### src/rtl/ddr_rd_responder_if.sv
// Shared widths and the request/data/memory bundle of the DDR read responder.
// Ports (slave = responder side): request channel ddr_addr/ddr_size/ddr_addr_valid/ddr_addr_ready,
//   beat channel ddr_data/ddr_valid/ddr_ready, memory port mem_rd_en/mem_rd_addr/mem_rd_data, busy.
// The master modport is the environment: requester, beat consumer and backing memory together.

package GLOBAL_PARAM;
  parameter int DDR_W      = 32;
  parameter int DDR_ADDR_W = 16;
  parameter int BURST_W    = 8;
endpackage

interface ddr_rd_responder_if;
  import GLOBAL_PARAM::*;

  // request channel
  logic [DDR_ADDR_W-1:0] ddr_addr;
  logic [BURST_W-1:0]    ddr_size;
  logic                  ddr_addr_valid;
  logic                  ddr_addr_ready;
  // beat channel
  logic [DDR_W-1:0]      ddr_data;
  logic                  ddr_valid;
  logic                  ddr_ready;
  // backing memory, data returns one cycle after mem_rd_en
  logic                  mem_rd_en;
  logic [DDR_ADDR_W-1:0] mem_rd_addr;
  logic [DDR_W-1:0]      mem_rd_data;
  // activity status
  logic                  busy;

  modport master (
    output ddr_addr, ddr_size, ddr_addr_valid, ddr_ready, mem_rd_data,
    input  ddr_addr_ready, ddr_data, ddr_valid, mem_rd_en, mem_rd_addr, busy
  );

  modport slave (
    input  ddr_addr, ddr_size, ddr_addr_valid, ddr_ready, mem_rd_data,
    output ddr_addr_ready, ddr_data, ddr_valid, mem_rd_en, mem_rd_addr, busy
  );
endinterface

### src/rtl/ddr_rd_responder.sv
// Purpose: queues {addr,size} burst reads, walks each burst against a 1-cycle memory, returns beats in order.
// Latency: handshake in cycle T -> first mem_rd_en in T+1 -> first ddr_valid in T+3; 1 beat/cycle sustained.
// Backpressure: reads stall while buffered + in-flight beats would exceed OBUF_DEPTH; ddr_addr_ready = !queue_full (registered).
// Ports: clk, rst (synchronous, active-high); bus = ddr_rd_responder_if.slave carrying the request channel,
//   the beat channel, the backing memory read port and busy.
module ddr_rd_responder
  import GLOBAL_PARAM::*;
#(
  parameter int REQ_DEPTH  = 4,
  parameter int OBUF_DEPTH = 2
) (
  input  logic                clk,
  input  logic                rst,
  ddr_rd_responder_if.slave   bus
);

  localparam int RA_W  = $clog2(REQ_DEPTH);
  localparam int OB_W  = $clog2(OBUF_DEPTH);
  localparam int OBC_W = $clog2(OBUF_DEPTH + 1);

  localparam logic [RA_W:0]      REQ_FULL  = (RA_W + 1)'(REQ_DEPTH);
  localparam logic [RA_W:0]      REQ_ONE   = (RA_W + 1)'(1);
  localparam logic [OB_W-1:0]    OB_LAST   = (OB_W)'(OBUF_DEPTH - 1);
  localparam logic [OB_W-1:0]    OB_ONE    = (OB_W)'(1);
  localparam logic [OBC_W-1:0]   OBC_ONE   = (OBC_W)'(1);
  localparam logic [OBC_W:0]     OB_LIM    = (OBC_W + 1)'(OBUF_DEPTH);
  localparam logic [BURST_W-1:0] BEAT_ONE  = (BURST_W)'(1);
  localparam logic [DDR_ADDR_W-1:0] ADDR_ONE = (DDR_ADDR_W)'(1);

  typedef struct packed {
    logic [DDR_ADDR_W-1:0] addr;
    logic [BURST_W-1:0]    size;
  } req_t;

  typedef enum logic {
    IDLE  = 1'b0,
    BURST = 1'b1
  } state_t;

  // ---------------------------------------------------------------------------
  // Request queue. Pointers carry one extra wrap bit so full/empty fall out of
  // the pointer difference. The queue is fall-through: when it is empty the
  // incoming request is presented as the head, so an idle engine can start a
  // burst on the accepting edge instead of a cycle later.
  // ---------------------------------------------------------------------------
  req_t            req_mem [REQ_DEPTH];
  logic [RA_W:0]   req_wr_ptr;
  logic [RA_W:0]   req_rd_ptr;
  logic [RA_W:0]   req_count;
  logic [RA_W:0]   req_count_nxt;
  logic            req_empty;
  logic            addr_ready_q;
  logic            req_push;
  logic            req_pop;
  logic            req_wr_en;
  logic            req_rd_adv;
  logic            head_vld;
  logic            head_go;
  req_t            head;
  req_t            in_req;

  // ---------------------------------------------------------------------------
  // Burst engine and output buffer state
  // ---------------------------------------------------------------------------
  state_t                state;
  logic [DDR_ADDR_W-1:0] cur_addr;
  logic [BURST_W-1:0]    remaining;
  logic                  inflight;
  logic                  issue;
  logic                  last_beat;

  logic [DDR_W-1:0]      ob_mem [OBUF_DEPTH];
  logic [OB_W-1:0]       ob_wr_ptr;
  logic [OB_W-1:0]       ob_rd_ptr;
  logic [OBC_W-1:0]      ob_count;
  logic [OBC_W:0]        ob_used;
  logic                  ob_vld;
  logic                  ob_deq;
  logic                  ob_cap;

  // ---------------------------------------------------------------------------
  // Request queue control
  // ---------------------------------------------------------------------------
  assign in_req.addr = bus.ddr_addr;
  assign in_req.size = bus.ddr_size;

  assign req_count = req_wr_ptr - req_rd_ptr;
  assign req_empty = (req_count == '0);
  assign req_push  = bus.ddr_addr_valid && addr_ready_q;

  assign head_vld  = !req_empty || req_push;
  assign head      = req_empty ? in_req : req_mem[req_rd_ptr[RA_W-1:0]];
  assign head_go   = head_vld && (head.size != '0);

  // A request consumed straight off the input never occupies a slot.
  assign req_wr_en  = req_push && !(req_empty && req_pop);
  assign req_rd_adv = req_pop && !req_empty;

  always_comb begin
    req_count_nxt = req_count;
    if (req_wr_en) begin
      req_count_nxt = req_count_nxt + REQ_ONE;
    end
    if (req_rd_adv) begin
      req_count_nxt = req_count_nxt - REQ_ONE;
    end
  end

  // ddr_addr_ready is a pure flop of the next occupancy, so a pop and a push
  // arriving together on a full queue cannot sneak the push in.
  always_ff @(posedge clk) begin
    if (rst) begin
      req_wr_ptr   <= '0;
      req_rd_ptr   <= '0;
      addr_ready_q <= 1'b0;
    end else begin
      if (req_wr_en) begin
        req_wr_ptr <= req_wr_ptr + REQ_ONE;
      end
      if (req_rd_adv) begin
        req_rd_ptr <= req_rd_ptr + REQ_ONE;
      end
      addr_ready_q <= (req_count_nxt != REQ_FULL);
    end
  end

  always_ff @(posedge clk) begin
    if (req_wr_en) begin
      req_mem[req_wr_ptr[RA_W-1:0]] <= in_req;
    end
  end

  // ---------------------------------------------------------------------------
  // Read credit. ob_used is the buffer occupancy once this cycle's in-flight
  // word lands and this cycle's accepted beat leaves; issuing only while it is
  // below OBUF_DEPTH guarantees every capture has a free slot. Counting the
  // departing beat is what lets a 2-entry buffer sustain one beat per cycle.
  // ---------------------------------------------------------------------------
  assign ob_vld  = (ob_count != '0);
  assign ob_deq  = ob_vld && bus.ddr_ready;
  assign ob_cap  = inflight;
  assign ob_used = {1'b0, ob_count} + (OBC_W + 1)'(inflight) - (OBC_W + 1)'(ob_deq);

  assign issue     = (state == BURST) && (ob_used < OB_LIM);
  assign last_beat = issue && (remaining == BEAT_ONE);

  // Idle engine always drains the head (zero-size requests are just dropped);
  // a busy engine takes the next non-empty burst on its last issue.
  assign req_pop = ((state == IDLE) && head_vld) || (last_beat && head_go);

  // ---------------------------------------------------------------------------
  // Burst FSM
  // ---------------------------------------------------------------------------
  always_ff @(posedge clk) begin
    if (rst) begin
      state     <= IDLE;
      cur_addr  <= '0;
      remaining <= '0;
    end else begin
      case (state)
        IDLE: begin
          if (head_go) begin
            state     <= BURST;
            cur_addr  <= head.addr;
            remaining <= head.size;
          end
        end
        BURST: begin
          if (issue) begin
            if (remaining == BEAT_ONE) begin
              if (head_go) begin
                // chain straight into the next burst, no idle cycle
                cur_addr  <= head.addr;
                remaining <= head.size;
              end else begin
                state     <= IDLE;
                cur_addr  <= cur_addr + ADDR_ONE;
                remaining <= '0;
              end
            end else begin
              // address wraps modulo 2^DDR_ADDR_W
              cur_addr  <= cur_addr + ADDR_ONE;
              remaining <= remaining - BEAT_ONE;
            end
          end
        end
        default: state <= IDLE;
      endcase
    end
  end

  // One read at most per cycle, so a single bit tracks the memory return.
  // Clearing it in reset drops a return belonging to an aborted burst.
  always_ff @(posedge clk) begin
    if (rst) begin
      inflight <= 1'b0;
    end else begin
      inflight <= issue;
    end
  end

  // ---------------------------------------------------------------------------
  // Output buffer
  // ---------------------------------------------------------------------------
  always_ff @(posedge clk) begin
    if (rst) begin
      ob_wr_ptr <= '0;
      ob_rd_ptr <= '0;
      ob_count  <= '0;
    end else begin
      if (ob_cap) begin
        ob_wr_ptr <= (ob_wr_ptr == OB_LAST) ? '0 : ob_wr_ptr + OB_ONE;
      end
      if (ob_deq) begin
        ob_rd_ptr <= (ob_rd_ptr == OB_LAST) ? '0 : ob_rd_ptr + OB_ONE;
      end
      case ({ob_cap, ob_deq})
        2'b10:   ob_count <= ob_count + OBC_ONE;
        2'b01:   ob_count <= ob_count - OBC_ONE;
        default: ob_count <= ob_count;
      endcase
    end
  end

  always_ff @(posedge clk) begin
    if (ob_cap) begin
      ob_mem[ob_wr_ptr] <= bus.mem_rd_data;
    end
  end

  // ---------------------------------------------------------------------------
  // Outputs
  // ---------------------------------------------------------------------------
  assign bus.ddr_addr_ready = addr_ready_q;
  assign bus.ddr_valid      = ob_vld;
  assign bus.ddr_data       = ob_vld ? ob_mem[ob_rd_ptr] : '0;
  assign bus.mem_rd_en      = issue;
  assign bus.mem_rd_addr    = cur_addr;
  assign bus.busy           = !req_empty || (state == BURST) || inflight || ob_vld;

endmodule

### src/flat_wrapper.sv
// flat-port wrapper written by rule: the top's interface ports become plain ports
module ddr_rd_responder_flat import GLOBAL_PARAM::*;
#(
  parameter int REQ_DEPTH  = 4,
  parameter int OBUF_DEPTH = 2
)
  (clk, rst, bus_ddr_addr, bus_ddr_size, bus_ddr_addr_valid, bus_ddr_ready, bus_mem_rd_data, bus_ddr_addr_ready, bus_ddr_data, bus_ddr_valid, bus_mem_rd_en, bus_mem_rd_addr, bus_busy);
  ddr_rd_responder_if bus_i ();
  input  logic clk;
  input  logic rst;
  input wire logic [$bits(bus_i.ddr_addr)-1:0] bus_ddr_addr;
  input wire logic [$bits(bus_i.ddr_size)-1:0] bus_ddr_size;
  input wire logic [$bits(bus_i.ddr_addr_valid)-1:0] bus_ddr_addr_valid;
  input wire logic [$bits(bus_i.ddr_ready)-1:0] bus_ddr_ready;
  input wire logic [$bits(bus_i.mem_rd_data)-1:0] bus_mem_rd_data;
  output wire logic [$bits(bus_i.ddr_addr_ready)-1:0] bus_ddr_addr_ready;
  output wire logic [$bits(bus_i.ddr_data)-1:0] bus_ddr_data;
  output wire logic [$bits(bus_i.ddr_valid)-1:0] bus_ddr_valid;
  output wire logic [$bits(bus_i.mem_rd_en)-1:0] bus_mem_rd_en;
  output wire logic [$bits(bus_i.mem_rd_addr)-1:0] bus_mem_rd_addr;
  output wire logic [$bits(bus_i.busy)-1:0] bus_busy;
  assign bus_i.ddr_addr = bus_ddr_addr;
  assign bus_i.ddr_size = bus_ddr_size;
  assign bus_i.ddr_addr_valid = bus_ddr_addr_valid;
  assign bus_i.ddr_ready = bus_ddr_ready;
  assign bus_i.mem_rd_data = bus_mem_rd_data;
  assign bus_ddr_addr_ready = bus_i.ddr_addr_ready;
  assign bus_ddr_data = bus_i.ddr_data;
  assign bus_ddr_valid = bus_i.ddr_valid;
  assign bus_mem_rd_en = bus_i.mem_rd_en;
  assign bus_mem_rd_addr = bus_i.mem_rd_addr;
  assign bus_busy = bus_i.busy;
  ddr_rd_responder #(.REQ_DEPTH(REQ_DEPTH), .OBUF_DEPTH(OBUF_DEPTH)) u_core (.clk(clk), .rst(rst), .bus(bus_i));
endmodule
### config.mk
export PLATFORM = sky130hd
export DESIGN_NAME = ddr_rd_responder_flat
export DESIGN_NICKNAME = d
export VERILOG_FILES = /design/src/rtl/ddr_rd_responder_if.sv /design/src/rtl/ddr_rd_responder.sv /design/src/flat_wrapper.sv
export SDC_FILE = /design/constraint.sdc
export NUM_CORES = 1
export LEC_CHECK = 0
export ABC_CLOCK_PERIOD_IN_PS = 3700
export CAP_MARGIN = 15
export CORE_UTILIZATION = 50
export CTS_CLUSTER_DIAMETER = 200
export DETAILED_ROUTE_END_ITERATION = 16
export GPL_TIMING_DRIVEN = 1
export PLACE_DENSITY = 0.85
export SLEW_MARGIN = 0
export SYNTH_ARGS = -nofsm -noshare
export SYNTH_HDL_FRONTEND = slang
export SYNTH_SLANG_ARGS = --single-unit
### constraint.sdc
create_clock -name clk -period 3.7 [get_ports clk]
set_input_delay 0.555 -clock clk [delete_from_list [all_inputs] [get_ports clk]]
set_output_delay 0.555 -clock clk [all_outputs]
set_load 0.01 [all_outputs]
### After elaboration in Yosys (flattened, before gate mapping)

Memories as Yosys holds them, arrays and structs flattened. A register that Yosys moved wholly into a read port is not among the register bits.
Index checks and enable logic that the tools add are counted.

* register bits after elaboration: 37
* RAM bits: 160
* bits of input ports: 60
* output and inout bits: 52
* logic and storage cells: 84
* memories: 2

* add/sub/neg operators: 13
* order comparisons: 1
* eq/ne operators: 6
* muxes and demuxes: 29
* bitwise logic cells: 1
* reduce and logical (&&, ||, !) cells: 22

Memory list
* u_core.req_mem: depth 4, width 24, read ports 1, clocked after memory_dff 1, wr ports 1, line ddr_rd_responder.sv:46 `req_t req_mem [REQ_DEPTH];`
* u_core.ob_mem: depth 2, width 32, read ports 1, clocked after memory_dff 1, wr ports 1, line ddr_rd_responder.sv:72 `logic [DDR_W-1:0] ob_mem [OBUF_DEPTH];`

Operator list (count)
* two-way mux 16 bit: 4
* two-way mux 32 bit: 1
* two-way mux 8 bit: 4
* one-hot mux 16 bit (2 select lines): 1
* two-way mux 24 bit: 1
* adder 16 x 1 -> 16 bit, second input constant: 1
* one-hot mux 8 bit (2 select lines): 1
* two-way mux 1 bit: 11
* logical AND 1 bit: 10
* adder 3 x 1 -> 3 bit, second input constant: 3
* equality test 8 x 1 -> 1 bit, second input constant: 1
* nonzero test 8 bit: 1
* subtractor 8 x 1 -> 8 bit, second input constant: 1
* two-way mux 3 bit: 2
* logical OR 1 bit: 5
* two-way mux 2 bit: 2
* one-hot mux 2 bit (2 select lines): 1
* nonzero test 2 bit: 2
* adder 2 x 1 -> 3 bit: 1
* logical NOT 3 bit: 1
* less-than comparator 3 x 2 -> 1 bit, second input constant: 1
* != test 3 bit, second input constant: 1
* subtractor 3 x 1 -> 3 bit: 1
* subtractor 3 x 1 -> 3 bit, second input constant: 1
* 12 further kinds: 14

### Logic depth before layout (Yosys ltp)

Gate-level depths: netlist (run 1).

* word-level depth: 15
* gate-level depth with buffers: 16
* gate-level depth less buffers: 16

### Least setup slack after synthesis (run 1)

Ideal clock, no wire load.

* kind: register to register
* start point: reg u_core.ob_count[1]
* end point: reg u_core.addr_ready_q (netlist: u_core.bus.ddr_addr_ready)
* setup time: 117 ps
* arrival time: 3444 ps
* required time: 3583 ps
* path slack: 139 ps
* cell stages (with the launch flop): 17
* path buffers: 0
* clock period less this slack: 3561 ps
* cell sequence: dfxtp_1 nor2_1 inv_1 nand2_1 nor2_1 fa_1 xnor2_1 nand4_1 o21a_1 o21a_1 mux2i_1 ha_1 nor4b_1 a311oi_1 o311ai_1 xor2_1 a32o_1

* cells in the longest elaborated chain, start to end: 15
* elaborated cells between the ends (all ways): 17
* those cells by class: add/sub: 3; order compare: 1; eq/ne: 1; mux: 2; reduce/logical: 10

RTL lines
* from (decl): line ddr_rd_responder.sv:75 `logic [OBC_W-1:0] ob_count;`
* from (signal assigned): line ddr_rd_responder.sv:218 `2'b10: ob_count <= ob_count + OBC_ONE;`
* from (signal assigned): line ddr_rd_responder.sv:219 `2'b01: ob_count <= ob_count - OBC_ONE;`
* from (signal assigned): line ddr_rd_responder.sv:220 `default: ob_count <= ob_count;`
* nonzero test 2 bit (*): line ddr_rd_responder.sv:139 `assign ob_vld = (ob_count != '0);`
* net bus_ddr_valid: line flat_wrapper.sv:18 `output wire logic [$bits(bus_i.ddr_valid)-1:0] bus_ddr_valid;`
* logical AND 1 bit (*): line ddr_rd_responder.sv:140 `assign ob_deq = ob_vld && bus.ddr_ready;`
* subtractor 3 x 1 -> 3 bit (*): line ddr_rd_responder.sv:142 `assign ob_used = {1'b0, ob_count} + (OBC_W + 1)'(inflight) - (OBC_W + 1)'(ob_deq);`
* less-than comparator 3 x 2 -> 1 bit (*): line ddr_rd_responder.sv:144 `assign issue = (state == BURST) && (ob_used < OB_LIM);`
* logical AND 1 bit (*): line ddr_rd_responder.sv:144
* logical AND 1 bit (*): line ddr_rd_responder.sv:145 `assign last_beat = issue && (remaining == BEAT_ONE);`
* logical AND 1 bit (*): line ddr_rd_responder.sv:149 `assign req_pop = ((state == IDLE) && head_vld) || (last_beat && head_go);`
* logical OR 1 bit (*): line ddr_rd_responder.sv:149
* logical AND 1 bit: line ddr_rd_responder.sv:96 `assign req_wr_en = req_push && !(req_empty && req_pop);`
* logical NOT 1 bit: line ddr_rd_responder.sv:96
* logical AND 1 bit: line ddr_rd_responder.sv:96
* two-way mux 3 bit: line ddr_rd_responder.sv:101 `if (req_wr_en) begin`
* subtractor 3 x 1 -> 3 bit: line ddr_rd_responder.sv:105 `req_count_nxt = req_count_nxt - REQ_ONE;`
* two-way mux 3 bit (*): line ddr_rd_responder.sv:104 `if (req_rd_adv) begin`
* != test 3 bit (*): line ddr_rd_responder.sv:123 `addr_ready_q <= (req_count_nxt != REQ_FULL);`
* to (signal assigned): line ddr_rd_responder.sv:123
* to (decl): line ddr_rd_responder.sv:52 `logic addr_ready_q;`

The timed path passes the listed nets; every way through them passes the cells marked *.
A chain may end at the register's enable or synchronous reset.

### Final worst setup path (run 1)

* start point: reg u_core.req_wr_ptr[0]
* end point: out bus_busy

* cells in the longest elaborated chain, start to end: 6

RTL lines
* from (decl): line ddr_rd_responder.sv:47 `logic [RA_W:0] req_wr_ptr;`
* from (signal assigned): line ddr_rd_responder.sv:118 `req_wr_ptr <= req_wr_ptr + REQ_ONE;`
* subtractor 3 bit: line ddr_rd_responder.sv:87 `assign req_count = req_wr_ptr - req_rd_ptr;`
* logical NOT 3 bit: line ddr_rd_responder.sv:88 `assign req_empty = (req_count == '0);`
* logical NOT 1 bit: line ddr_rd_responder.sv:239 `assign bus.busy = !req_empty || (state == BURST) || inflight || ob_vld;`
* logical OR 1 bit (3 in series): line ddr_rd_responder.sv:239
* to (decl): line flat_wrapper.sv:21 `output wire logic [$bits(bus_i.busy)-1:0] bus_busy;`

No other way between the ends.

==> summary.txt, run 1 <==
Global route
  • Vias in the first global route: approximately 6000
  • GRT Total Usage: roughly 22%
  • Pin count of the biggest net entering global routing: 33
  • Initial antenna violation count: 0
  • Global route total overflow: 0
  • First-pass GRT wire length: about 31 mm

Critical path
  • Worst EP arrival: 2.97 ns
  • R2R setup slack: ~0.32 ns
  • Setup crit end kind: output pin
  • Crit path kind: reg2out
  • Reg2Reg Depth: 14
  • Top fanout value on the critical path: 10
  • CP max-delay cell: fa_1
  • Slowest stage delay, CP: about 0.5 ns
  • Startpoint types: flip-flop
  • Worst Path Required: around 3.1 ns
  • Crit. Startpoint: u_core.req_wr_ptr[0]
  • Worst Setup EP: bus_busy
  • Critical path's most frequent cell: ha_1
  • Worst r2r src: u_core.inflight
  • Worst-path cell chain: inv_1 > ha_1 > fa_1 > ha_1 > nand2_2 > or4_1 > clkdlybuf4s50_1
  • R2R Path End: u_core.bus.ddr_addr_ready

Clocking
  • H-tree depth: 4
  • Number of buffers created by CTS: 17
  • TritonCTS clock tree: built
  • Worst-path clk slew: 0.07 ns
  • Clock buffer depth: 2
  • Post-CTS setup buffers: 0
  • Clock sink count: 200
  • Skew-Pair Late Insertion Delay: around 0.43 ns
  • Hold_buf cts: 0
  • Root buffer cell: clkbuf_16

Placed design
  • DPL Wire Length: between 10 and 15 mm
  • Post-DP Area: 10460 sq um
  • GPL Wtd Cong: approximately 0.93
  • Port buffer count: about 110
  • Cells after DPL: ~1000
  • Pre-CTS setup slack: -0.2127 ns

Timing
  • Final hold viol count: 0
  • Hold slack: just over 0.5 ns
  • Crit path time final: between 3 and 4 ns
  • RSZ-0062 raised after global routing: false
  • Tcrit/Tclk final: between 90% and 100%
  • Final WS setup: about 0.18 ns
  • Slew margin rel.: about 41%
  • Slew Limit Fails: 0
  • Setup violators final: 0
  • Max Fclk: roughly 0.28 GHz
  • Worst-Margin Slew: 0.8873 ns
  • Fin Clk Skew: 0.008373 ns

Yosys
  • Async SR Flop Fraction: 0%
  • Largest area contributor in the synthesized netlist: edfxtp_1
  • Post-synth top area share: approximately 54%
  • Post-synthesis average cell area: roughly 13 sq um
  • Seq cells post-synth: 200
  • Cell with the most instances after synthesis: edfxtp_1
  • Syn nets: between 700 and 800
  • Synth warnings: 0
  • EDFF count, synth: 160
  • Top cell types by occurrence after synthesis: edfxtp_1 (160), nand2_1 (85), nor2_1 (71)
  • Cell area after synthesis: 8931 sq um
  • Area contributors post-synth: edfxtp_1 (54%), dfxtp_1 (9.0%), mux4_2 (5.8%)
  • Register area share after synthesis: around 63%
  • Cells after Synth: roughly 670
  • Synth Flop Type: edfxtp_1
  • Unique cell type count in the Yosys netlist: between 60 and 70

Drt
  • DRT Pass-1 Iters: 8
  • DRT iter0 DRCs: 570
  • Vias per cell: ~6
  • Antenna-violating nets left: 0
  • # DRC: 0
  • WL/cell: 18.98 um
  • Via Count: around 6100
  • Routed WL: 19.81 mm

Layout
  • Area growth syn-to-layout: 23.79%
  • Share of layout cells above drive strength 1: a little over an eighth
  • Post-route cell area: ~11000 sq um
  • Ant. Diodes: 0
  • Non-Filler Instances: 1044
  • Nets: between 800 and 900

Pwr
  • Leakage: roughly 3.8 nW
  • Worst vdd ir: 0.6431 mV
  • Pwr Density: 794.3 nW/um^2

Die
  • Initial Util: between 50% and 60%
  • Core box area: between 15000 and 20000 sq um
  • Die footprint: roughly 18000 sq um
  • # IOs: 112
  • Row count: 48
  • Chip width: between 100 and 150 um
  • Die height: ~140 um

Job
  • Max-Cap Viols: 0

Worst hold path
  • Worst Hold Class: reg2reg
  • Hold_sp: u_core.ob_rd_ptr

Status
  • Outcome: finished, final reports clean
## through the flow
step	total power, W	utilization (%)	TNS [ns]
final	0.008781	63.70	0
after global routing	0.009283	63.70	0
after CTS	0.008754	63.62	0
after detailed placement	0.006918	60.26	-0.2127
after global placement	0.006843	60.26	-0.2181
after floorplan	0.005605	-	0
## power breakdown
| group | switching (W) | total, W | internal (W) |
|---|---|---|---|
| Sequential | 0.000231 | 0.00306 | 0.00283 |
| Combinational | 0.00229 | 0.00391 | 0.00162 |
| Clock | 0.000860 | 0.00182 | 0.000955 |
| Total | 0.00338 | 0.00878 | 0.00540 |
## state kept, by name (all words and copies together) (netlist names), 2 cells and up, named ones only
signal and flops:
u_core.bus.mem_rd_addr 16, u_core.req_rd_ptr 3, u_core.ob_mem 64, u_core.remaining 8, u_core.req_wr_ptr 3, u_core.req_mem 96
u_core.ob_count 2
## logic make-up after synthesis
| group | after synthesis | share of synthesized area [%] |
|---|---|---|
| muxes | 72 | 11.74 |
| buffers and inverters | 48 | 2.339 |
| DFF | 200 | 62.76 |
| and+or+nand+nor | 234 | 12.36 |
| adders and majority gates | 14 | 2.129 |
| AOI/OAI and AO/OA | 93 | 7.271 |
| xor gates and xnor gates | 11 | 1.401 |
## cells in the final DEF (no fill, tap or decap), types with 14 or more instances in the layout
cell             netlist  final
mux4_2                23     23
mux2i_1               41     41
inv_1                 14     14
clkdlybuf4s50_1        0    110
clkbuf_16              0     17
a21oi_1               26     26
dfxtp_1               40     38
buf_4                  0     37
nor2_1                71     70
edfxtp_1             160    160
nand3_1               21     21
nand2_1               85     84
## final cells by class
type	count	area, sq um
clock buffer	17	425.4
clock inverter	14	156.4
fill	1233	6301
inverter	16	60.06
multi-input combinational	424	3133
sequential	200	5608
tap	225	281.5
timing repair buffer	148	1391
## critical path: cells and delay by family (launching register included)
kind          cells  cell delay, ns
fa+ha+maj         3            0.94
simple gates      2            0.62
buf+inv           2            0.60
flops             1            0.38
## worst min-delay path by stage
stage                       endpoint  slack [ns]  cells after the start
floorplan                  flip-flop        0.47                      2
CTS                 u_core.ob_rd_ptr        0.52                      2
global route        u_core.ob_rd_ptr        0.55                      2
finish              u_core.ob_rd_ptr        0.51                      2
detailed placement  u_core.ob_rd_ptr        0.50                      2
global placement    u_core.ob_rd_ptr        0.49                      2
## routing by layer
metal  GRT usage (%)  share of wire [%]  up-vias
li1                -                  -     2811
met4           7.803                1.9        0
met5               0                  0        -
met1           30.34                 42     2934
met3           5.275                8.4       46
met2           35.66                 48      303
## repair_timing
item | 4_1_cts | 5_1_grt
gates resized for setup | 1 | 5
hold endpoints to repair | 0 | 0
setup endpoints to repair | 1 | 2
No activity file was read; power rests on OpenSTA's default activity.
==> inputs of run 2 (changes only) <==
ABC_CLOCK_PERIOD_IN_PS = 3030   (was 3700)
CAP_MARGIN = 0   (was 15)
SLEW_MARGIN = not set   (was 0)
clock period = 3.03 ns   (was 3.7 ns; I/O delays follow)
==> run 2 against run 1 <==
The flow now finishes with violations (setup timing). Clock power is 34% higher. Setup slack got worse by 0.29 ns. First-iteration DRC count is 18% lower. Via count rose by 1.9%. Sequential power increased by 21%. Combinational power up 36%. Sequential share of layout area is 2.3 points lower. Hold slack got worse by 0.0036 ns. Utilization rose by 3.1 points. Flip-flop and latch count did not move. Register-to-register slack lost 0.43 ns. Routed wire length increased by 0.99%.
==> summary.txt, run 2 (synthesis gave the netlist of run 1 again) <==
Status
  • Outcome: finished, violations left
  • Failing checks: setup timing

Timing
  • Slew Limit Fails: 0
  • RSZ-0062 raised after global routing: true
  • Crit path time final: 3.142 ns
  • Final WS setup: -0.1118 ns
  • Slew margin rel.: ~65%
  • Fin Clk Skew: approximately 0.012 ns
  • Setup violators final: 2
  • Worst-Margin Slew: ~0.53 ns
  • Hold slack: 0.5086 ns
  • Final hold viol count: 0
  • Max Fclk: approximately 0.32 GHz
  • Tcrit/Tclk final: 103.7%

Die
  • # IOs: between 100 and 150
  • Chip width: about 140 um
  • Row count: 48
  • Core box area: 17360 sq um
  • Initial Util: 51.46%
  • Die height: about 140 um
  • Die footprint: between 15000 and 20000 sq um

Clocking
  • Hold_buf cts: 0
  • Root buffer cell: clkbuf_16
  • Skew-Pair Late Insertion Delay: around 0.44 ns
  • Clock buffer depth: 2
  • Clock sink count: 200
  • Worst-path clk slew: about 0.080 ns
  • H-tree depth: 4
  • TritonCTS clock tree: built
  • Number of buffers created by CTS: 17

Drt
  • Met3 wire length: roughly 1.7 mm
  • Antenna-violating nets left: 0
  • WL/cell: about 18 um
  • Met2 wire len: a little under 10 mm
  • # DRC: 0
  • Vias per cell: 5.715
  • DRT Pass-1 Iters: 5
  • Routed WL: approximately 20 mm
  • Met1 WL: approximately 8.4 mm
  • Top sig layer: met4
  • Via Count: between 6000 and 7000
  • DRT iter0 DRCs: 465

Layout
  • Non-Filler Instances: about 1100
  • Core Util, Final: ~67%
  • Area growth syn-to-layout: 29.74%
  • Ant. Diodes: 0
  • Share of layout cells above drive strength 1: slightly below 20%
  • Nets: 922
  • Largest register FFs: between 90 and 100
  • Most frequent cells in the layout: edfxtp_1 (160), clkdlybuf4s50_1 (109), nand2_1 (83), buf_4 (70), nor2_1 (69)
  • Commonest non-fill, non-tap cell in the layout: edfxtp_1

Critical path
  • Worst Path Required: around 3.4 ns
  • Crit path kind: reg2reg
  • Top fanout value on the critical path: 3
  • Worst EP arrival: ~3.5 ns
  • Startpoint types: flip-flop
  • Setup crit end kind: flip-flop

Pwr
  • Worst vdd ir: a little over 0.8 mV
  • Pwr Density: 988.1 nW/um^2
  • Leakage: about 4.0 nW

Global route
  • First-pass GRT wire length: between 30 and 40 mm
  • GRT Total Usage: a little under a quarter
  • Vias in the first global route: 6163
  • Pin count of the biggest net entering global routing: 33
  • Global route total overflow: 0
  • Initial antenna violation count: 0

Job
  • Max-Cap Viols: 0

Placed design
  • Port buffer count: 111
  • Cells after DPL: roughly 1100
  • DPL Wire Length: around 14 mm
  • GPL Wtd Cong: between 0.8 and 0.9

Worst hold path
  • Worst Hold Class: reg2reg
run 2: final cells by class:
type / count / area (sq um)
tap: 225 / 281.5
clock buffer: 17 / 425.4
timing repair buffer: 189 / 1785
clock inverter: 15 / 246.5
multi-input combinational: 424 / 3172
sequential: 200 / 5613
inverter: 16 / 63.81
fill: 1216 / 5769
run 2: layer usage:
| metal | track usage (%) | vias to the layer above |
|---|---|---|
| li1 | - | 2893 |
| met1 | 30.17 | 3003 |
| met2 | 36.68 | 290 |
| met3 | 5.874 | 21 |
| met4 | 6.991 | 0 |
| met5 | 0 | - |
run 2: path summary, 6_finish.rpt:
path	from	endpoint	slack, ns	cells after the start
setup / recovery	u_core.ob_count[0]	u_core.bus.ddr_addr_ready	-0.11	16
hold / removal	u_core.ob_rd_ptr	flip-flop	0.51	2
setup reg to reg	u_core.ob_count[0]	u_core.bus.ddr_addr_ready	-0.11	16
hold reg to reg	u_core.ob_rd_ptr	flip-flop	0.51	2
run 2: critical path, stage by stage, from the launching register on:
cell and delay, ns:
dfxtp_2 0.34, nor2_4 0.11, inv_2 0.05, nand2_2 0.07, nor2_2 0.04, fa_2 0.52, and2_4 0.14, nand4_1 0.11
o21a_1 0.25, o21a_4 0.21, mux2i_1 0.16, ha_2 0.21, nor2_1 0.04, a311oi_1 0.23, o311ai_1 0.16, xor2_1 0.16
a32o_1 0.22
run 2: metrics by stage:
stage,setup TNS [ns],worst slack [ns],cell area [sq um],total power (W)
floorplan,-0.1456,-0.1456,8981,0.006908
global placement,-17.67,-0.7000,10860,0.008807
detailed placement,-21.40,-0.7286,10860,0.008920
CTS,-0.08760,-0.08760,11570,0.01141
global route,-0.2916,-0.1830,11590,0.01206
finish,-0.1131,-0.1118,11590,0.01145
run 2: power by group:
part	internal, W	switching [W]
Sequential	0.00345	0.000258
Combinational	0.00241	0.00290
Clock	0.00130	0.00113
Total	0.00716	0.00429
run 2: what timing repair did:
| action | in CTS | in global routing |
|---|---|---|
| endpoints found under the hold margin | 0 | 0 |
| pin swaps | 4 | 6 |
| resized for setup | 6 | 6 |
| setup buffers | 3 | 1 |
| setup endpoints to repair | 3 | 13 |
==> inputs of run 3 (changes only) <==
CAP_MARGIN = 20   (was 0)
==> results of run 3 <==
Final layout, timing and power as in run 2 (identical DEF).
